[config.mk]
export PLATFORM = sky130hd
export DESIGN_NAME = i2s_audio_tx
export DESIGN_NICKNAME = d
export VERILOG_FILES = /design/src/rtl/i2s_audio_pkg.sv /design/src/rtl/i2s_bclk_gen.sv /design/src/rtl/i2s_audio_tx.sv
export SDC_FILE = /design/constraint.sdc
export NUM_CORES = 1
export LEC_CHECK = 0
export BUFFER_PORTS_ARGS = -buffer_cell sky130_fd_sc_hd__buf_2
export CAP_MARGIN = 15
export CORE_UTILIZATION = 40
export CTS_CLUSTER_DIAMETER = 200
export DETAILED_ROUTE_END_ITERATION = 7
export PLACE_DENSITY = 0.7
export SETUP_SLACK_MARGIN = 0.05
export SLEW_MARGIN = 30
export SYNTH_ARGS = -nofsm -noshare
export SYNTH_HDL_FRONTEND = slang
export SYNTH_SLANG_ARGS = --single-unit
[constraint.sdc]
create_clock -name clk -period 6.15 [get_ports clk]
set_clock_uncertainty 0.05 [all_clocks]
set_input_delay 1.23 -clock clk [delete_from_list [all_inputs] [get_ports clk]]
set_output_delay 1.23 -clock clk [all_outputs]
set_load 0.02 [all_outputs]
[src/rtl/i2s_audio_pkg.sv]
// Shared I2S audio definitions for the transmit and receive sides.
// Optional feature macro: I2S_TX_OFFSET_BINARY_EN (offset-binary sample input).
package i2s_audio_pkg;

    localparam int unsigned SAMPLE_W    = 24;
    localparam int unsigned SLOT_W      = 32;
    localparam int unsigned FRAME_SLOTS = 64;
    localparam int unsigned SLOT_CNT_W  = $clog2(FRAME_SLOTS);
    localparam int unsigned POS_W       = $clog2(SLOT_W);
    localparam int unsigned DIV_W       = 8;

    typedef logic [SAMPLE_W-1:0] sample_t;

    typedef struct packed {
        sample_t left;
        sample_t right;
    } sample_pair_t;

    // Convert an input sample to the two's complement line format.
    function automatic sample_t line_code(input sample_t s);
`ifdef I2S_TX_OFFSET_BINARY_EN
        return {~s[SAMPLE_W-1], s[SAMPLE_W-2:0]};
`else
        return s;
`endif
    endfunction

    // Serial bit for a slot: one-bit delay after the word edge, MSB first, zero padded.
    function automatic logic slot_bit(input logic [SLOT_CNT_W-1:0] slot,
                                      input sample_t left, input sample_t right);
        logic [POS_W-1:0] pos;
        sample_t          word;
        pos  = slot[POS_W-1:0];
        word = slot[SLOT_CNT_W-1] ? right : left;
        if (pos >= POS_W'(1) && pos <= POS_W'(SAMPLE_W)) begin
            return word[POS_W'(SAMPLE_W) - pos];
        end
        return 1'b0;
    endfunction

endpackage

[src/rtl/i2s_bclk_gen.sv]
// Bit clock generator: divides clk by 2*CLK_DIV and flags the cycles that toggle bclk.
module i2s_bclk_gen
    import i2s_audio_pkg::*;
#(
    parameter int unsigned CLK_DIV = 4
) (
    input  logic clk,
    input  logic rst,
    output logic bclk,
    output logic rise_c,
    output logic fall_c
);

    logic [DIV_W-1:0] div_q;
    logic             half_end_c;

    // Strobes mark the cycle whose closing edge moves bclk.
    assign half_end_c = (div_q == DIV_W'(CLK_DIV - 1));
    assign rise_c     = half_end_c && !bclk;
    assign fall_c     = half_end_c && bclk;

    // Half-period counter and bclk toggle.
    always_ff @(posedge clk) begin
        if (rst) begin
            div_q <= '0;
            bclk  <= 1'b0;
        end else if (half_end_c) begin
            div_q <= '0;
            bclk  <= ~bclk;
        end else begin
            div_q <= div_q + DIV_W'(1);
        end
    end

endmodule

[src/rtl/i2s_audio_tx.sv]
// I2S stereo transmitter: 64-slot frame, 24-bit words, one holding register.
// Optional feature macro: I2S_TX_OFFSET_BINARY_EN (MSB inverted at frame load).
module i2s_audio_tx
    import i2s_audio_pkg::*;
#(
    parameter int unsigned CLK_DIV = 4
) (
    input  logic        clk,
    input  logic        rst,
    input  logic        mute,
    input  logic [23:0] lin,
    input  logic [23:0] rin,
    input  logic        sample_valid,
    output logic        sample_ready,
    output logic        bclk,
    output logic        wclk,
    output logic        dout,
    output logic        underrun
);

    logic                  fall_c;
    logic                  unused_rise_c;
    logic                  accept_c;
    logic                  load_c;
    logic [SLOT_CNT_W-1:0] slot_q, slot_d;
    sample_pair_t          hold_q, hold_d;
    logic                  hold_full_q, hold_full_d;
    sample_t               shl_q, shl_d;
    sample_t               shr_q, shr_d;
    logic                  wclk_d, dout_d, underrun_d;

    i2s_bclk_gen #(
        .CLK_DIV (CLK_DIV)
    ) u_bclk_gen (
        .clk    (clk),
        .rst    (rst),
        .bclk   (bclk),
        .rise_c (unused_rise_c),
        .fall_c (fall_c)
    );

    // Handshake and frame-boundary detection.
    assign accept_c = sample_valid && sample_ready;
    assign load_c   = fall_c && (slot_q == SLOT_CNT_W'(FRAME_SLOTS - 1));

    // Next-state: frame load, holding register fill, slot/serial output advance.
    always_comb begin
        slot_d      = slot_q;
        hold_d      = hold_q;
        hold_full_d = hold_full_q;
        shl_d       = shl_q;
        shr_d       = shr_q;
        wclk_d      = wclk;
        dout_d      = dout;
        underrun_d  = 1'b0;

        if (load_c) begin
            if (hold_full_q && !mute) begin
                shl_d = line_code(hold_q.left);
                shr_d = line_code(hold_q.right);
            end else begin
                shl_d = '0;
                shr_d = '0;
            end
            underrun_d  = !hold_full_q;
            hold_full_d = 1'b0;
        end

        // A pair accepted on the load cycle waits for the next frame.
        if (accept_c) begin
            hold_d.left  = lin;
            hold_d.right = rin;
            hold_full_d  = 1'b1;
        end

        // Slot 0 always carries 0, so the pre-load shift registers are safe to use here.
        if (fall_c) begin
            slot_d = slot_q + SLOT_CNT_W'(1);
            wclk_d = slot_d[SLOT_CNT_W-1];
            dout_d = slot_bit(slot_d, shl_q, shr_q);
        end
    end

    // State and registered outputs.
    always_ff @(posedge clk) begin
        if (rst) begin
            slot_q       <= SLOT_CNT_W'(FRAME_SLOTS - 1);
            hold_q       <= '0;
            hold_full_q  <= 1'b0;
            shl_q        <= '0;
            shr_q        <= '0;
            wclk         <= 1'b1;
            dout         <= 1'b0;
            underrun     <= 1'b0;
            sample_ready <= 1'b0;
        end else begin
            slot_q       <= slot_d;
            hold_q       <= hold_d;
            hold_full_q  <= hold_full_d;
            shl_q        <= shl_d;
            shr_q        <= shr_d;
            wclk         <= wclk_d;
            dout         <= dout_d;
            underrun     <= underrun_d;
            sample_ready <= !hold_full_d;
        end
    end

endmodule

==> summary.txt, run 1 <==
GRT
  – First-pass GRT wire length: 17.5 mm
  – Overflow after GRT: 0
  – Initial antenna violation count: 0
  – Vias in the first global route: 3666
  – GRT Util Overall: 19.2%
  – Largest net degree at the start of global routing: 58

Final layout
  – Layout area overhead: 19.7%
  – Nets: 602
  – Diodes inserted: 0
  – Layout cells sized above 1: 17.9%
  – Multi-input combinational cell area: 2100 um^2
  – Fillers: 1026
  – Reg area: 2300 um^2

Drt
  – First-pass iteration count of the detailed router: 5
  – DR vias: 3845
  – Met3 wire len: 540 um
  – Vias/cell: 5.49
  – WL met1: 4.65 mm
  – Post-route DRC: 0
  – Antenna-violating nets left: 0
  – Iteration-0 DRC count of the detailed router: 396
  – Drt wl/cell: 15.2 um
  – Total Wirelength: 10.6 mm
  – Uppermost routed layer: met4
  – Wire length on met2: 5.11 mm

Synth
  – Ys Warns: 0
  – Leading area contributor after synthesis: dfxtp_1
  – Mapped Cells: 507
  – Ys async rst share: 0%
  – Ys flop type: dfxtp_1
  – Sequential share of the synthesized area: 50.2%
  – Yosys reg bits: 115
  – Area contributors post-synth: dfxtp_1 (50%), a22o_1 (9.2%), nand2_1 (9.0%)
  – Syn_nets: 562
  – Post-synth EDFFs: 0
  – Post-synth top area share: 50.2%
  – Cell Area, Synth: 4580 um^2
  – Mean Syn Cell Area: 9.04 um^2
  – Yosys cell types: 51

Floorplanning
  – Ports: 57
  – Row count: 38
  – Die span in x: 109 um
  – Die Ht: 109 um
  – Initial Util: 41.7%
  – DIE AREA: 11900 um^2
  – Total core area: 11000 um^2

Placement
  – RePlAce Congestion: 0.984
  – # port buffers: 56
  – Hpwl dp: 7.25 mm

Timing
  – Final worst-path cycle share: 53.3%
  – Final setup viols: 0
  – Setup TNS: 0 ns
  – RSZ-0062 raised after global routing: false
  – Relative slew margins: 39.0%
  – Slew @ Worst Pin: 0.909 ns
  – Tmin final: 3.28 ns
  – Fin. Hold Viols: 0
  – Max Fclk: 0.305 GHz
  – Final max-slew violation count: 0

Setup path
  – CP Cell Sequence: inv_1 > ha_1 > inv_1 > nand2_1 > or3_1 > nand4b_1 > o311ai_0 > a2111oi_0 > a32o_1
  – Slowest-stage cell, CP: dfxtp_1
  – Critical path required time: 6.45 ns
  – CP Capture Type: register
  – Worst-path fanout max: 16
  – Critical path arrival: 3.58 ns
  – Most frequent CP cell: inv_1
  – CP startpoint kind: register
  – Slowest cell delay on critical path: 0.68 ns
  – Worst Setup Path Type: reg -> reg
  – FF-to-FF setup slack: 2.87 ns

Clock tree
  – Hold buffer count at cts: 0
  – CTS tree: done
  – Max Root-Sink Buffers: 2
  – Cts bufs inserted: 17
  – Clk Latency, worst-skew pair: 0.41 ns
  – Post-CTS sizing: 0
  – Clock Sink Count: 115
  – Root Driver: clkbuf_16
  – H-Tree Depth: 4
  – Post-CTS setup buffers: 0
  – Clk slew on worst S/H paths: 0.05 ns

Hold path
  – Worst Hold Class: reg -> reg

Pwr
  – Maximum vdd ir drop: 185 uV
  – Pwr/cell area: 329 nW/um^2
  – Leak: 2.13 nW
  – Total power: 1.80 mW

Run
  – Max-Cap Viols: 0

Status
  – Outcome: finished, final reports clean
## power by group
part           internal [mW]  switching, mW  leakage [nW]
logic                 0.0346         0.0531         0.930
registers              0.765         0.0147         0.932
clock network          0.594          0.342         0.269
total                   1.39          0.409          2.13
## flip-flops by register name (all words and copies together) (netlist names)
register          flops
wclk                  1
sample_ready          1
dout                  1
hold_full_q           1
u_bclk_gen.div_q      8
slot_q                5
underrun              1
u_bclk_gen.bclk       1
shr_q                24
hold_q               48
shl_q                24
## path summary, 6_finish.rpt
path	startpoint	to	cells after the start
setup / recovery	slot_q[0]$_SDFFE_PP1P_	dout$_SDFFE_PP0P_	9
hold / removal	hold_q[38]$_SDFFE_PP0P_	hold_q[38]$_SDFFE_PP0P_	2
setup reg to reg	slot_q[0]$_SDFFE_PP1P_	dout$_SDFFE_PP0P_	9
hold reg to reg	hold_q[38]$_SDFFE_PP0P_	hold_q[38]$_SDFFE_PP0P_	2
## cells by family (layout without fill, tap and decap cells)
kind of cell	count (synthesis)	after routing	synth area share, %
xor+xnor	15	15	2.87
compound gates	145	145	21.8
fa+ha+maj	3	3	0.819
mux	6	6	1.88
buf+inv	45	98	4.34
simple gates	178	178	18.1
flops	115	115	50.2
## final cells by class
type	count	share of cell area, %
Sequential cell	115	42.0
Multi-Input combinational cell	347	38.2
Clock buffer	19	7.89
Timing Repair Buffer	60	5.84
Tap cell	140	3.19
Clock inverter	13	2.49
Inverter	6	0.410
## cell usage in the layout (no fill, tap or decap), drive strengths merged, types with 3 or more instances in the layout
| cell | instances |
|---|---|
| dfxtp | 115 |
| nand2 | 110 |
| buf | 60 |
| a21oi | 52 |
| a22o | 48 |
| clkbuf | 19 |
| nand3 | 18 |
| o21ai | 16 |
| nor2 | 15 |
| xor2 | 8 |
| xnor2 | 7 |
| nor3 | 7 |
| inv | 7 |
| clkinv | 6 |
| o211ai | 5 |
| and3 | 4 |
| or3 | 4 |
| clkinvlp | 4 |
| and2 | 4 |
| a31oi | 4 |
| nand2b | 3 |
| mux2i | 3 |
| ha | 3 |
## per-layer routing
layer / global-route usage, % / vias to the layer above
met1: 23.4 / 1785
met3: 4.72 / 31
met4: 9.85 / 0
met5: 0 / -
li1: - / 1890
met2: 31.4 / 139
## cell usage after synthesis, types with 6 or more instances
| cell type | count |
|---|---|
| nand2_1 | 110 |
| a22o_1 | 48 |
| nor3_1 | 7 |
| nand3_1 | 17 |
| xor2_1 | 8 |
| o21ai_0 | 15 |
| clkbuf_1 | 27 |
| a21oi_1 | 52 |
| xnor2_1 | 7 |
| dfxtp_1 | 115 |
| inv_1 | 6 |
| nor2_1 | 15 |
## worst max-delay path: cells and delay by family, from the launching register on
kind,cells,cell delay (ns)
AOI/OAI and AO/OA,3,0.74
DFF,1,0.68
buffers and inverters,2,0.63
adders and majority gates,1,0.57
and+or+nand+nor,3,0.55
## through the flow
step | cell area, um^2 | worst slack [ns] | instances | hold slack [ns] | utilization, %
after floorplan | 4580 | 3.58 | 507 | 0.375 | -
after global placement | 4900 | 2.91 | 667 | 0.397 | 44.6
after detailed placement | 4920 | 2.98 | 668 | 0.397 | 44.8
after CTS | 5490 | 2.97 | 700 | 0.405 | 50.0
after global routing | 5490 | 2.62 | 700 | 0.425 | 50.0
final | 5490 | 2.87 | 700 | 0.404 | 50.0
(Power assumes the default switching activity.)
==> run 2, diff against run 1 <==
clock period = 3.05 ns   (was 6.15 ns; I/O delays follow)
==> run 2 against run 1 <==
Worst hold slack lost 0.019 ns; sequential share of layout area fell by 1.0 points; flip-flop and latch count stayed put; global-route usage up 0.39 points; maximum frequency increased by 21%; critical path depth shrank 1; setup slack lost 2.5 ns; first-iteration DRC count is 29% lower; core utilization rose by 1.2 points; clock power grew 110%; die area did not move; critical endpoint is now shr_q[14]$_SDFFE_PP0P_; largest power group unchanged.
==> summary.txt, run 2 (same netlist as run 1, synthesis figures left out) <==
Drt
  – Vias/cell: 5.33
  – First-pass iteration count of the detailed router: 4
  – Drt wl/cell: 14.8 um
  – Iteration-0 DRC count of the detailed router: 282
  – Antenna-violating nets left: 0
  – DR vias: 3809
  – Total Wirelength: 10.6 mm
  – Post-route DRC: 0

Clock tree
  – Cts bufs inserted: 17
  – CTS tree: done
  – H-Tree Depth: 4
  – Clock Sink Count: 115
  – Clk Latency, worst-skew pair: 0.41 ns
  – Clk slew on worst S/H paths: 0.05 ns
  – Root Driver: clkbuf_16
  – Post-CTS setup buffers: 0
  – Max Root-Sink Buffers: 2

GRT
  – Vias in the first global route: 3657
  – Overflow after GRT: 0
  – GRT Util Overall: 19.6%
  – Initial antenna violation count: 0
  – Largest net degree at the start of global routing: 49
  – First-pass GRT wire length: 17.6 mm

Setup path
  – Critical path required time: 3.35 ns
  – Critical path arrival: 3.01 ns
  – Worst Setup Path Type: reg -> reg
  – Path depth of the worst reg2reg path: 8
  – Worst-path fanout max: 48
  – CP Capture Type: register
  – CP startpoint kind: register

Timing
  – Slew @ Worst Pin: 0.639 ns
  – Relative slew margins: 57.4%
  – Setup TNS: 0 ns
  – Tmin final: 2.71 ns
  – Fin. Hold Viols: 0
  – Final setup viols: 0
  – Final max-slew violation count: 0
  – Min Hold Slack: 0.385 ns
  – Max Fclk: 0.369 GHz
  – Final worst-path cycle share: 88.8%
  – RSZ-0062 raised after global routing: false

Final layout
  – Biggest register: hold_q
  – Most common cell after layout, fill and taps aside: dfxtp_1
  – Final std cells w/o fill: 715
  – Biggest regs: hold_q: 48 flops, shl_q: 24 flops, shr_q: 24 flops
  – End-of-flow core utilization: 51.2%
  – Most frequent cells in the layout: dfxtp_1 (115), nand2_1 (110), buf_2 (56)
  – Nets: 617
  – Max reg flops: 48
  – Layout area overhead: 22.7%
  – Diodes inserted: 0
  – Layout cells sized above 1: 20.5%

Pwr
  – Leak: 2.22 nW
  – Pwr/cell area: 655 nW/um^2
  – Total power: 3.68 mW
  – Maximum vdd ir drop: 375 uV

Placement
  – Cell count after placement: 683
  – # port buffers: 56
  – RePlAce Congestion: 0.913
  – Hpwl dp: 7.37 mm

Hold path
  – Worst Hold Class: in -> reg
  – Hold Path Cell Cnt: 3

Floorplanning
  – Initial Util: 41.7%
  – Die span in x: 109 um
  – Row count: 38
  – DIE AREA: 11900 um^2
  – Ports: 57
  – Die Ht: 109 um
  – Total core area: 11000 um^2

Run
  – Max-Cap Viols: 0

Status
  – Outcome: finished, final reports clean
run 2: cell count changes in the layout (fill, tap and decap cells not counted), sizes merged:
cell      previous run  this run
buf                 60        75
clkbuf              19        20
clkinv               6         5
clkinvlp             4         3
inv                  7         8
run 2: metal layers:
metal  global-route usage (%)  wire, um  share of wire, %  up-vias
met2                     30.4      5000                47      106
met5                        0         0                 0        -
met4                     8.98       142               1.3        0
met1                     24.8      4850                46     1774
met3                     6.10       564               5.3       14
li1                         -         -                 -     1915
run 2: critical path: stages (launching register included):
cell,delay (ns)
dfxtp_1,0.34
or4_4,0.55
nor4b_4,0.35
and2_4,0.23
and3_1,0.25
nand3_2,0.14
nor4b_4,0.28
buf_12,0.25
a22o_1,0.16
run 2: through the flow:
step	setup WS (ns)	cell area, um^2
detailed placement	0.361	5030
CTS	0.346	5620
global route	0.125	5620
global placement	0.349	5030
floorplan	0.482	4580
finish	0.343	5620
run 2: repair_timing:
item,4_1_cts,5_1_grt
gates resized for setup,0,3
hold buffers,0,0
endpoints found under the setup margin,0,1
hold endpoints to repair,0,0
run 2: power by group:
group | internal [mW] | leakage (nW) | switching, mW
sequential | 1.54 | 0.932 | 0.0275
combinational | 0.0728 | 1.00 | 0.110
clock | 1.24 | 0.283 | 0.685
run 2: path summary, 6_finish.rpt:
check,start,to,slack (ns)
worst min-delay path,rin[1],hold_q[1]$_SDFFE_PP0P_,0.38
worst max-delay path,u_bclk_gen.div_q[5]$_SDFF_PP0_,shr_q[14]$_SDFFE_PP0P_,0.34
worst min register to register,hold_q[29]$_SDFFE_PP0P_,hold_q[29]$_SDFFE_PP0P_,0.40
worst max register to register,u_bclk_gen.div_q[5]$_SDFF_PP0_,shr_q[14]$_SDFFE_PP0P_,0.34
run 2: layout make-up:
class	count	area, um^2
fillers	1018	5360
well taps	140	175
inverters	6	22.5
repair buffers	75	435
clock inverters	12	129
flip-flops and latches	115	2300
clock buffers	20	457
multi-input cells	347	2100
